## config.mk

```make
export PLATFORM = sky130hd
export DESIGN_NAME = rtc_write_sequencer
export DESIGN_NICKNAME = d
export VERILOG_FILES = /design/src/rtl/rtc_write_sequencer_pkg.sv /design/src/rtl/rtc_wr_data_mux.sv /design/src/rtl/rtc_write_sequencer.sv
export SDC_FILE = /design/constraint.sdc
export NUM_CORES = 1
export LEC_CHECK = 0
export BUFFER_PORTS_ARGS = -buffer_cell sky130_fd_sc_hd__buf_2
export CAP_MARGIN = 30
export CORE_MARGIN = 4
export CORE_UTILIZATION = 45
export DETAILED_ROUTE_END_ITERATION = 12
export GPL_TIMING_DRIVEN = 0
export PLACE_DENSITY = 0.67
export SLEW_MARGIN = 40
export SYNTH_ARGS = -nofsm -noshare
export SYNTH_HDL_FRONTEND = slang
export SYNTH_HIERARCHICAL = 1
export SYNTH_SLANG_ARGS = --single-unit
```

## constraint.sdc

```tcl
create_clock -name clk -period 4.6 [get_ports clk]
set_clock_uncertainty 0.15 [all_clocks]
set_input_delay 0.92 -clock clk [delete_from_list [all_inputs] [get_ports clk]]
set_output_delay 0.92 -clock clk [all_outputs]
set_load 0.02 [all_outputs]
```

## src/rtl/rtc_write_sequencer_pkg.sv

```systemverilog
`default_nettype none
`timescale 1ns/1ps
// ============================================================================
// Module      : rtc_write_sequencer_pkg
// Description : Shared definitions for the RTC write path. Holds the
//               sequencer state encoding, the register index map and the
//               decoder address of the final commit command, so that the
//               address decoder and the sequencer use one index map.
// Revision    : 1.0 - initial release
// ============================================================================
package rtc_write_sequencer_pkg;

    // Sequencer states.
    typedef enum logic [2:0] {
        ST_IDLE  = 3'd0,
        ST_SETUP = 3'd1,
        ST_REQ   = 3'd2,
        ST_NEXT  = 3'd3,
        ST_FIN   = 3'd4
    } seq_state_t;

    // Register index map. This is the value driven on the decoder's binary_in.
    localparam logic [3:0] IDX_SEC   = 4'd0;
    localparam logic [3:0] IDX_MIN   = 4'd1;
    localparam logic [3:0] IDX_HOUR  = 4'd2;
    localparam logic [3:0] IDX_DAY   = 4'd3;
    localparam logic [3:0] IDX_MONTH = 4'd4;
    localparam logic [3:0] IDX_YEAR  = 4'd5;
    localparam logic [3:0] IDX_TSEC  = 4'd6;
    localparam logic [3:0] IDX_TMIN  = 4'd7;
    localparam logic [3:0] IDX_THOUR = 4'd8;
    localparam logic [3:0] IDX_CTRL  = 4'd9;
    localparam logic [3:0] IDX_CMD   = 4'd10;

    // Number of snapshot bytes (indices IDX_SEC..IDX_CTRL).
    localparam int NUM_SNAP_BYTES = 10;

    // Decoder address produced for the final transfer/commit command.
    localparam logic [7:0] ADDR_CMD = 8'hF0;

    // Data byte carried by the commit command.
    localparam logic [7:0] CMD_DATA = 8'h00;

endpackage : rtc_write_sequencer_pkg
`default_nettype wire

```

## src/rtl/rtc_wr_data_mux.sv

```systemverilog
`default_nettype none
`timescale 1ns/1ps
// ============================================================================
// Module      : rtc_wr_data_mux
// Description : Combinational selector from a 10-byte snapshot and a register
//               index to the byte written at that index. The commit index and
//               the unused indices 11..15 yield 0x00.
// Ports       : snap_bytes [79:0] in  - byte i at bits [8*i+7:8*i]
//               idx        [3:0]  in  - register index
//               wr_data    [7:0]  out - byte for idx
// Revision    : 1.0 - initial release
// ============================================================================
module rtc_wr_data_mux
    import rtc_write_sequencer_pkg::*;
(
    input  logic [79:0] snap_bytes,
    input  logic [3:0]  idx,
    output logic [7:0]  wr_data
);

    always_comb begin
        wr_data = CMD_DATA;
        case (idx)
            IDX_SEC:   wr_data = snap_bytes[ 7: 0];
            IDX_MIN:   wr_data = snap_bytes[15: 8];
            IDX_HOUR:  wr_data = snap_bytes[23:16];
            IDX_DAY:   wr_data = snap_bytes[31:24];
            IDX_MONTH: wr_data = snap_bytes[39:32];
            IDX_YEAR:  wr_data = snap_bytes[47:40];
            IDX_TSEC:  wr_data = snap_bytes[55:48];
            IDX_TMIN:  wr_data = snap_bytes[63:56];
            IDX_THOUR: wr_data = snap_bytes[71:64];
            IDX_CTRL:  wr_data = snap_bytes[79:72];
            default:   wr_data = CMD_DATA;
        endcase
    end

endmodule : rtc_wr_data_mux
`default_nettype wire

```

## src/rtl/rtc_write_sequencer.sv

```systemverilog
`default_nettype none
`timescale 1ns/1ps
// ============================================================================
// Module      : rtc_write_sequencer
// Description : Snapshots the RTC time/timer/control bytes on start and
//               issues one request/acknowledge write per register index
//               0..LAST_IDX, presenting index, decoder enable and data. The
//               last index is the commit command. Reports busy, a one-cycle
//               done pulse and a sticky timeout error.
// Ports       : clk, rst_n (async active-low)
//               start                      in  - begin a burst (dropped if busy)
//               bus_ack                    in  - bus cycle complete
//               sec_in..year_in            in  - BCD clock/date bytes
//               tsec_in, tmin_in, thour_in in  - BCD timer bytes
//               ctrl_in                    in  - control register byte
//               idx, idx_en                out - decoder index and enable
//               wr_data                    out - byte for current index
//               bus_req                    out - request one bus write
//               busy, done, err            out - status
// Revision    : 1.0 - initial release
// ============================================================================
module rtc_write_sequencer
    import rtc_write_sequencer_pkg::*;
#(
    parameter int LAST_IDX    = 10,
    parameter int TIMEOUT_CYC = 255
) (
    input  logic       clk,
    input  logic       rst_n,
    input  logic       start,
    input  logic       bus_ack,
    input  logic [7:0] sec_in,
    input  logic [7:0] min_in,
    input  logic [7:0] hour_in,
    input  logic [7:0] day_in,
    input  logic [7:0] month_in,
    input  logic [7:0] year_in,
    input  logic [7:0] tsec_in,
    input  logic [7:0] tmin_in,
    input  logic [7:0] thour_in,
    input  logic [7:0] ctrl_in,
    output logic [3:0] idx,
    output logic       idx_en,
    output logic [7:0] wr_data,
    output logic       bus_req,
    output logic       busy,
    output logic       done,
    output logic       err
);

    localparam logic [3:0] C_LAST_IDX = 4'(LAST_IDX);
    // The abort fires on the REQ edge at which the counter would reach
    // TIMEOUT_CYC, i.e. when it currently holds TIMEOUT_CYC-1.
    localparam logic [7:0] C_TMO_LAST = 8'(TIMEOUT_CYC - 1);

    seq_state_t  r_state;
    logic [79:0] r_snap;
    logic [3:0]  r_idx;
    logic        r_idx_en;
    logic [7:0]  r_wr_data;
    logic        r_bus_req;
    logic        r_busy;
    logic        r_done;
    logic        r_err;
    logic [7:0]  r_tmo_cnt;

    logic [79:0] w_live_bytes;
    logic [79:0] w_mux_bytes;
    logic [3:0]  w_mux_idx;
    logic [7:0]  w_mux_data;

    assign w_live_bytes = {ctrl_in, thour_in, tmin_in, tsec_in, year_in,
                           month_in, day_in, hour_in, min_in, sec_in};

    // wr_data is registered so that it is already valid in SETUP. The mux
    // therefore looks at the byte for the index being entered: the live
    // inputs at idx 0 when a burst is accepted, otherwise the snapshot at
    // idx+1 when stepping out of NEXT.
    assign w_mux_bytes = (r_state == ST_IDLE) ? w_live_bytes : r_snap;
    assign w_mux_idx   = (r_state == ST_IDLE) ? IDX_SEC : (r_idx + 4'd1);

    rtc_wr_data_mux u_wr_data_mux (
        .snap_bytes (w_mux_bytes),
        .idx        (w_mux_idx),
        .wr_data    (w_mux_data)
    );

    always_ff @(posedge clk or negedge rst_n) begin
        if (!rst_n) begin
            r_state   <= ST_IDLE;
            r_snap    <= '0;
            r_idx     <= 4'd0;
            r_idx_en  <= 1'b0;
            r_wr_data <= 8'h00;
            r_bus_req <= 1'b0;
            r_busy    <= 1'b0;
            r_done    <= 1'b0;
            r_err     <= 1'b0;
            r_tmo_cnt <= 8'd0;
        end else begin
            r_done <= 1'b0;
            case (r_state)
                ST_IDLE: begin
                    if (start) begin
                        r_snap    <= w_live_bytes;
                        r_err     <= 1'b0;
                        r_idx     <= IDX_SEC;
                        r_idx_en  <= 1'b1;
                        r_busy    <= 1'b1;
                        r_wr_data <= w_mux_data;
                        r_state   <= ST_SETUP;
                    end
                end

                ST_SETUP: begin
                    r_bus_req <= 1'b1;
                    r_tmo_cnt <= 8'd0;
                    r_state   <= ST_REQ;
                end

                ST_REQ: begin
                    // An ack on the timeout edge still counts as success.
                    if (bus_ack) begin
                        r_bus_req <= 1'b0;
                        r_state   <= ST_NEXT;
                    end else if (r_tmo_cnt == C_TMO_LAST) begin
                        r_err     <= 1'b1;
                        r_busy    <= 1'b0;
                        r_idx_en  <= 1'b0;
                        r_bus_req <= 1'b0;
                        r_idx     <= 4'd0;
                        r_wr_data <= 8'h00;
                        r_tmo_cnt <= 8'd0;
                        r_state   <= ST_IDLE;
                    end else begin
                        r_tmo_cnt <= r_tmo_cnt + 8'd1;
                    end
                end

                ST_NEXT: begin
                    r_tmo_cnt <= 8'd0;
                    if (r_idx == C_LAST_IDX) begin
                        r_done  <= 1'b1;
                        r_state <= ST_FIN;
                    end else begin
                        r_idx     <= r_idx + 4'd1;
                        r_wr_data <= w_mux_data;
                        r_state   <= ST_SETUP;
                    end
                end

                ST_FIN: begin
                    r_busy    <= 1'b0;
                    r_idx_en  <= 1'b0;
                    r_idx     <= 4'd0;
                    r_wr_data <= 8'h00;
                    r_state   <= ST_IDLE;
                end

                default: begin
                    r_state <= ST_IDLE;
                end
            endcase
        end
    end

    assign idx     = r_idx;
    assign idx_en  = r_idx_en;
    assign wr_data = r_wr_data;
    assign bus_req = r_bus_req;
    assign busy    = r_busy;
    assign done    = r_done;
    assign err     = r_err;

endmodule : rtc_write_sequencer
`default_nettype wire

```

# After elaboration in Yosys (flattened, before gate mapping)
# Index checks and enable logic that the tools add are counted.
[totals]
word_cells = 79
latchBits = 0
memories = 0
mem_bits_ro = 0
in_bits = 84
out_inout_bits = 17
ramBits = 0
reg_bits = 107
[classes]
muxes = 33
n_reduce_logical = 15
n_shift = 0
n_div = 0
n_addsub = 2
multipliers = 0
magnitude_cmp = 0
bitwise_logic = 0
n_eq_ne = 20
[ops]
columns = ["op", "count"]
rows = [
  ["$mux W80", 1],
  ["$pmux W8 S10", 1],
  ["$mux W8", 6],
  ["$pmux W8 S4", 1],
  ["$mux W4", 5],
  ["$eq A4 B3 Y1 const B", 4],
  ["$pmux W4 S4", 1],
  ["$pmux W8 S2", 1],
  ["$eq A4 B4 Y1 const B", 3],
  ["$mux W3", 4],
  ["$pmux W3 S4", 1],
  ["$mux W1", 9],
  ["$add A8 B1 Y8 const B", 1],
  ["$eq A4 B2 Y1 const B", 2],
  ["$eq A8 B8 Y1 const B", 1],
  ["$ne A2 B2 Y1 const B", 4],
  ["$reduce_and A2 Y1", 4],
  ["$reduce_and A4 Y1", 2],
  ["$eq A3 B2 Y1 const B", 2],
  ["$reduce_bool A2 Y1", 3],
  ["$reduce_and A5 Y1", 1],
  ["$add A4 B1 Y4 const B", 1],
  ["$eq A4 B1 Y1 const B", 1],
  ["$logic_not A4 Y1", 1],
  ["other kinds (9)", 10],
]

# Longest topological paths before layout
# Gate-level depths: netlist of run 1.
[logic_depth]
word_depth = 6
mapped_depth = 13
mapped_depth_nobuf = 9

# By module
# Netlist of run 1, hierarchy kept.
[by_module_without_submodules]
columns = ["module", "seq_area_each_um2", "n_inst", "area_per_inst_um2", "cells_each"]
rows = [
  ["rtc_write_sequencer", 2677.6, 1, 5403.9, 408],
  ["rtc_wr_data_mux", 0.0, 1, 810.8, 105],
]

# Worst setup path after synthesis of run 1
# No wires, ideal clock.
[synth_path]
path_kind = "reg2reg"
startpoint = "register r_state[2]"
endpoint = "register r_wr_data[7] (netlist: wr_data[7])"
path_stages_with_launch = 12
setup_time_ns = 0.125
period_less_slack_ns = 2.376
setup_slack_ns = 2.224
t_arrival_ns = 2.101
required_ns = 4.325
n_path_buf = 3
path_cell_list = "dfrtp_1 nor3_2 buf_2 buf_4 nor2_1 buf_6 nor2b_2 a22oi_2 o32ai_1 or3_1 nand2_1 mux2i_1"
[synth_between]
elab_chain_len = 6
word_cells_on_any_way = 26
classes_between = "16 x eq/ne; 6 x mux; 4 x reduce/logical"
[synth_lines]
columns = ["item", "line_no", "rtl"]
rows = [
  ["start, declared", "rtc_write_sequencer.sv:56", "seq_state_t r_state;"],
  ["start signal, assigned", "rtc_write_sequencer.sv:90", "r_state <= ST_IDLE;"],
  ["start signal, assigned", "rtc_write_sequencer.sv:111", "r_state <= ST_SETUP;"],
  ["start signal, assigned", "rtc_write_sequencer.sv:118", "r_state <= ST_REQ;"],
  ["$logic_not A3 Y1 *", "rtc_write_sequencer.sv:80", "assign w_mux_idx = (r_state == ST_IDLE) ? IDX_SEC : (r_idx + 4'd1);"],
  ["$mux W4 *", "rtc_write_sequencer.sv:80", ""],
  ["named net w_mux_idx[2]", "rtc_write_sequencer.sv:69", "logic [3:0] w_mux_idx;"],
  ["$eq A4 B4 Y1 (tied with other cells)", "rtc_wr_data_mux.sv:23", "case (idx)"],
  ["$pmux W8 S10 *", "rtc_wr_data_mux.sv:23", ""],
  ["named net w_mux_data[7]", "rtc_write_sequencer.sv:70", "logic [7:0] w_mux_data;"],
  ["$mux W8, on equally long branches", "rtc_write_sequencer.sv:142, rtc_write_sequencer.sv:104", ""],
  ["$pmux W8 S4 *", "rtc_write_sequencer.sv:102", "case (r_state)"],
  ["end signal, assigned", "rtc_write_sequencer.sv:110", "r_wr_data <= w_mux_data;"],
  ["end signal, assigned", "rtc_write_sequencer.sv:147", "r_wr_data <= w_mux_data;"],
  ["end, declared", "rtc_write_sequencer.sv:60", "logic [7:0] r_wr_data;"],
]
# Mark *: on every way through the listed nets, which the timed path passes. The rest lies on a longest branch. The select of a mux whose other input is x is not followed.
# A chain may end at the register's enable or synchronous reset.

# Worst setup path after layout of run 1
# Ends and elaborated chain as after synthesis.

==> results of run 1 <==
metrics by stage:
stage / utilization / worst slack (ns) / area [µm²]
floorplan: - / 2.22 / 6210
detailed placement: 0.520 / 1.58 / 6970
global placement: 0.518 / 1.25 / 6940
global route: 0.541 / 1.35 / 7250
CTS: 0.541 / 1.56 / 7250
finish: 0.541 / 1.54 / 7250
flip-flops by register name, indices dropped and copies added (netlist names):
register / cells
bus_req: 1
busy: 1
done: 1
err: 1
idx: 4
r_snap: 80
r_state: 3
r_tmo_cnt: 8
wr_data: 8
per-layer routing:
layer / GRT usage / routed length (µm) / vias up / part of all wire
met1: 0.284 / 7410 / 2192 / 0.47
met3: 0.0537 / 742 / 22 / 0.047
met2: 0.320 / 7240 / 99 / 0.46
li1: - / - / 2120 / -
met4: 0.0523 / 279 / 0 / 0.018
met5: 0 / 0 / - / 0
area by class of cell:
cell class / count / area [µm²]
sequential: 107 / 2680
clock buffer: 13 / 270
buffer: 34 / 253
multi-input combinational: 358 / 3230
clock inverter: 2 / 10.0
fill: 1147 / 6150
inverter: 14 / 52.6
tap: 176 / 220
timing repair buffer: 101 / 538
cells in the final DEF, fill, tap and decap left out, types with 4 or more instances in the layout:
cell type  instances
buf_2            109
dfrtp_1          107
mux2_2            87
mux2_1            78
nor2_1            25
mux2i_1           21
buf_4             18
inv_1             14
nand2_1           14
a21oi_1           12
nand3_1           10
clkbuf_16          9
o32ai_1            9
nand2b_1           7
a22oi_1            7
a31oi_1            6
buf_6              6
xnor2_1            5
nor2b_1            5
nor3b_1            5
a21o_1             5
or3_1              5
o21ai_0            5
a22o_1             5
a211o_1            4
ha_1               4
kinds of logic after synthesis:
group	Yosys count	share of synthesized area
buffers and inverters	48	0.0491
AO/OA/AOI/OAI	71	0.0902
XOR/XNOR	6	0.00846
flip-flops	107	0.431
multiplexers	186	0.333
AND/OR/NAND/NOR	91	0.0805
adder cells (fa/ha/maj)	4	0.00805
power by group through the flow:
stage               sequential [W]  combinational (W)  clock (W)
floorplan                  0.00159            0.00208          0
global placement           0.00157            0.00284          0
detailed placement         0.00159            0.00290          0
CTS                        0.00157            0.00291   0.000764
global route               0.00163            0.00314   0.000807
finish                     0.00158            0.00290   0.000742
final timing paths:
kind | startpoint | to | slack (ns) | cells past startpoint
max | r_state[2] | wr_data[7] | 1.54 | 11
min | rst_n | r_snap[38] | 0.32 | 1
max reg2reg | r_state[2] | wr_data[7] | 1.54 | 11
min reg2reg | r_snap[19] | r_snap[19] | 0.33 | 1
max in group asynchronous | rst_n | r_snap[2] | 3.37 | 2
min in group clk | r_snap[19] | r_snap[19] | 0.33 | 1
==> flow_summary.json, run 1 <==
{
  "place_inst": 790,
  "first_global_vias": 4698,
  "track_usage": 0.205,
  "ctsResizeCount": 0,
  "ys.flop_type": "dfrtp_1",
  "slew_headroom": 0.671,
  "worst_slew_pin_slew_ns": 0.492,
  "boundaryPins": 101,
  "h-tree-depth": 3,
  "cts_hold_buffers": 0,
  "instances_no_fill": 805,
  "clk_latency_ns": 0.35,
  "finalSetupTns_ns": 0,
  "slowest_delay_ns": 0.44,
  "area_delta_synth_final_pct": 16.7,
  "drc": 0,
  "synth_common_cells": "dfrtp_1 (107), mux2_2 (87), mux2_1 (78)",
  "clock_sinks": 107,
  "synth_cells": 513,
  "worstSetupStartpointType": "flip-flop",
  "synth_top_area_frac": 0.431,
  "max_freq_mhz": 327,
  "wl_per_cell_um": 19.5,
  "clock_power_share": 0.142,
  "totalPowerFinal_w": 0.00522,
  "ys_seq_area_frac": 0.431,
  "period_minus_slack_ns": 3.06,
  "synth_edf_count": 0,
  "initial_utilization": 0.464,
  "final.period_utilization": 0.665,
  "synth_async_sr_flop_share": 1.00,
  "whs_ns": 0.317,
  "grt_pass1_wl_um": 25300,
  "crit_fanout": 10,
  "gr-total-overflow": 0,
  "synth.most_common_cell": "dfrtp_1",
  "cap_violations": 0,
  "end_kind": "flip-flop",
  "die_area_um2": 15800,
  "cp.required_ns": 4.72,
  "drtIter0Drc": 269,
  "rows": 42,
  "syn-cell-area_um2": 6210,
  "die_height_um": 126,
  "ys_warn_count": 6,
  "path_buf_inv": 3,
  "p_int_w": 0.00319,
  "p_switching_w": 0.00204,
  "vias_per_cell": 5.51,
  "num_vias": 4433,
  "gp_congestion": 0.875,
  "avgSynthCellArea_um2": 12.1,
  "p_leak_nw": 3.26,
  "comb_power_share": 0.556,
  "diodes": 0,
  "drive_above_1_share": 0.394,
  "finalHoldViolations": 0,
  "dp_hpwl_um": 12100,
  "cpMaxStageDelayCell": "dfrtp_1",
  "core_area_um2": 13400,
  "synth_cell_types": 53,
  "die_w_um": 126,
  "cts_root_buf": "clkbuf_16",
  "pwr-share-seq": 0.302,
  "min_path_type": "input pin to async pin",
  "vdd_ir_drop_max_uv": 300,
  "power_density_nw_per_um2": 720,
  "synth_top_cell_by_area": "dfrtp_1",
  "cts_tree": "yes",
  "path_delay_family": "simple AND/OR/NAND/NOR gates",
  "routed_wl_um": 15700,
  "firstDrtPassIters": 4,
  "synth_area_leaders": "dfrtp_1 (43%), mux2_2 (16%), mux2_1 (14%), mux2i_1 (3.4%), buf_4 (2.2%)",
  "port-buffer-count": 100,
  "maxSlewViolCount": 0,
  "ant_nets": 0,
  "antenna_found_initial": 0,
  "cts_inserted_buffers": 9,
  "synthesis.nets": 601,
  "criticalPathCategory": "flip-flop to flip-flop",
  "cts_setup_buffers": 0,
  "nNetsFinal": 713,
  "rsz0062_at_grt": "no",
  "crit_chain": "nor3_2 > buf_2 > buf_4 > nor2_1 > buf_6 > nor2b_1 > a22oi_2 > o32ai_1 > or3_1 > nand2_1 > mux2i_1",
  "cts.clk_slew.worst_paths_ns": 0.07,
  "grt_start_max_net_pins": 57,
  "status": "completed",
  "worstPathArrival_ns": 3.18,
  "synth_seq_cells": 107,
  "p_sw_frac": 0.390,
  "setup_viol": 0,
  "clk_path_buf_depth": 2
}
No activity file was read; power rests on OpenSTA's default activity.
==> run 2: changes to the inputs <==
- ABC_AREA: default -> 1
- clock period: 4.6 -> 3.1 ns (I/O delays scaled with it)
==> flow_summary.json, run 2 <==
{
  "boundaryPins": 101,
  "num_vias": 5928,
  "pre_cts_slack_ns": 0.486,
  "synth_common_cells": "nand2_1 (276), o21ai_0 (115), dfrtp_1 (107)",
  "final.period_utilization": 0.850,
  "diodes": 0,
  "slowest_delay_ns": 0.48,
  "end_kind": "flip-flop",
  "antenna_found_initial": 0,
  "track_usage": 0.215,
  "final_common_cell": "nand2_1",
  "synthesis.nets": 978,
  "fill_cells": 1435,
  "r2r-start": "idx[0]",
  "rows": 43,
  "drtIter0Drc": 417,
  "routed_wl_um": 16700,
  "vdd_ir_drop_max_uv": 417,
  "area_delta_synth_final_pct": 16.2,
  "ys_seq_area_frac": 0.412,
  "dp_hpwl_um": 12500,
  "crit_chain": "inv_1 > ha_1 > nor2_1 > nor2_4 > buf_4 > nand3_1 > nand2_1 > nor2_1 > nand3_1 > inv_1 > nor2_1 > nand3_1 > nand2_1",
  "synth_top_cell_by_area": "dfrtp_1",
  "port-buffer-count": 100,
  "ys_warn_count": 6,
  "gp_congestion": 0.825,
  "routed.top_layer": "met4",
  "drc": 0,
  "drive_above_1_share": 0.193,
  "synth_seq_cells": 107,
  "slew_headroom": 0.606,
  "synth_area_leaders": "dfrtp_1 (41%), nand2_1 (16%), o21ai_0 (8.9%), nand3_1 (6.7%), inv_1 (6.1%)",
  "dpl_cell_area_um2": 7260,
  "worstSetupStartpoint": "idx[0]",
  "ys.flop_type": "dfrtp_1",
  "cpMaxStageDelayCell": "dfrtp_1",
  "vias_per_cell": 4.99,
  "reg2reg_slack_ns": 0.47,
  "cts.clk_slew.worst_paths_ns": 0.06,
  "synthMuxAreaShare": 0,
  "rsz0062_at_grt": "no",
  "worstPathArrival_ns": 2.73,
  "rr_worst_depth": 13,
  "synth_compound_area_frac": 0.137,
  "crit_fanout": 10,
  "clk_path_buf_depth": 2,
  "synth.most_common_cell": "nand2_1",
  "power_density_nw_per_um2": 975,
  "h-tree-depth": 3,
  "synthSimpleGateAreaFrac": 0.297,
  "synth_top_family_by_area": "simple AND/OR/NAND/NOR gates",
  "hold_depth": 2,
  "avgSynthCellArea_um2": 7.30,
  "clock_sinks": 107,
  "finalHoldViolations": 0,
  "largest_reg_flops": 80,
  "clk_latency_ns": 0.35,
  "die_area_um2": 16400,
  "synth_cell_types": 33,
  "worst_slew_pin_slew_ns": 0.589,
  "fin_ws_ns": 0.465,
  "core_area_um2": 14000,
  "grt_start_max_net_pins": 67,
  "worstSetupStartpointType": "flip-flop",
  "yosys.area_share.xor_xnor": 0.00809,
  "synth-adder-area-share": 0.00770,
  "place_inst": 1171,
  "top_register": "r_snap",
  "initial_utilization": 0.465,
  "design_area_um2": 7550,
  "synth_async_sr_flop_share": 1.00,
  "path_delay_family": "simple AND/OR/NAND/NOR gates",
  "reg2reg_to": "wr_data[7]",
  "instances_no_fill": 1187,
  "whs_ns": 0.315,
  "wirelength_met1_um": 7950,
  "die_height_um": 128,
  "cts_inserted_buffers": 9,
  "met2RoutedLength_um": 7620,
  "synth_edf_count": 0,
  "final_cell_mix": "nand2_1 (276), o21ai_0 (115), dfrtp_1 (107)",
  "status": "completed",
  "synth_top_area_frac": 0.412,
  "worstHoldStart": "wr_data[3]",
  "ctsResizeCount": 0,
  "firstDrtPassIters": 5,
  "wl_per_cell_um": 14.1,
  "grt_pass1_wl_um": 28400,
  "gr-total-overflow": 0,
  "p_leak_nw": 4.07,
  "syn-cell-area_um2": 6500,
  "synth_cells": 890,
  "max_freq_mhz": 380,
  "die_w_um": 128,
  "maxSlewViolCount": 0,
  "cp.required_ns": 3.19,
  "wl_met3_um": 932,
  "cts_root_buf": "clkbuf_16",
  "period_minus_slack_ns": 2.63,
  "first_global_vias": 5743,
  "hold_end": "wr_data[3]",
  "path_buf_inv": 3,
  "nNetsFinal": 1091,
  "setup_viol": 0,
  "criticalPathCategory": "flip-flop to flip-flop",
  "min_path_type": "flip-flop to flip-flop",
  "cts_tree": "yes",
  "ant_nets": 0,
  "cap_violations": 0
}
[run 2: changes by cell type in the layout (fill, tap and decap cells not counted), moves of 43 or more]
| cell | change |
|---|---|
| nand2_1 | +262 |
| o21ai_0 | +110 |
| inv_1 | +92 |
| mux2_2 | -87 |
| mux2_1 | -78 |
| nand3_1 | +77 |
| o21ai_1 | +43 |
[run 2: how the worst max path moves through the flow]
| stage | endpoint | slack (ns) | cells past startpoint |
|---|---|---|---|
| 3_5_place_dp | wr_data[2] | 0.49 | 13 |
| 3_3_place_gp | r_snap[24] | -0.08 | 1 |
| 6_report | wr_data[7] | 0.47 | 13 |
| 5_1_grt | wr_data[1] | 0.21 | 14 |
| 2_1_floorplan | wr_data[5] | 0.75 | 14 |
| 4_1_cts | wr_data[2] | 0.47 | 13 |
[run 2: per-layer routing]
metal  vias to the layer above  global-route usage
met4                         0              0.0655
met3                        17              0.0379
met5                         -                   0
met2                       157               0.336
li1                       3033                   -
met1                      2721               0.305
[run 2: final cells by class]
class | instances | area, µm² | share of cell area
Buffer | 48 | 445 | 0.0590
Clock buffer | 13 | 270 | 0.0358
Clock inverter | 2 | 10.0 | 0.00133
Inverter | 118 | 450 | 0.0596
Multi-Input combinational cell | 617 | 2930 | 0.387
Sequential cell | 107 | 2680 | 0.355
Tap cell | 180 | 225 | 0.0298
Timing Repair Buffer | 102 | 548 | 0.0726
[run 2: power by group]
| part | leakage, nW | total (W) | internal [W] | switching [W] |
|---|---|---|---|---|
| Combinational | 2.57 | 0.00395 | 0.00145 | 0.00250 |
| Clock | 0.141 | 0.00111 | 0.000605 | 0.000502 |
| Sequential | 1.35 | 0.00231 | 0.00198 | 0.000326 |
| Total | 4.07 | 0.00736 | 0.00403 | 0.00333 |
[run 2: kinds of logic (layout without fill, tap and decap cells)]
kind of cell,Yosys count,after routing
compound gates,171,171
xor+xnor,6,6
fa+ha+maj,4,4
buf+inv,166,283
flops,107,107
simple gates,436,436
[run 2: worst min-delay path, delay by kind of cell (launching register included)]
kind | cells | cell delay [ns]
AND/OR/NAND/NOR | 2 | 0.09
flip-flops | 1 | 0.34
[run 2: what timing repair did]
item	CTS	global route
hold buffers	1	0
setup buffers	0	0
endpoints found under the hold margin	1	0
[run 2: through the flow]
step	TNS, ns	power [W]	util
finish	0	0.00736	0.540
detailed placement	0	0.00626	0.519
global placement	-6.95	0.00617	0.516
CTS	0	0.00740	0.540
global route	0	0.00806	0.540
floorplan	0	0.00521	-
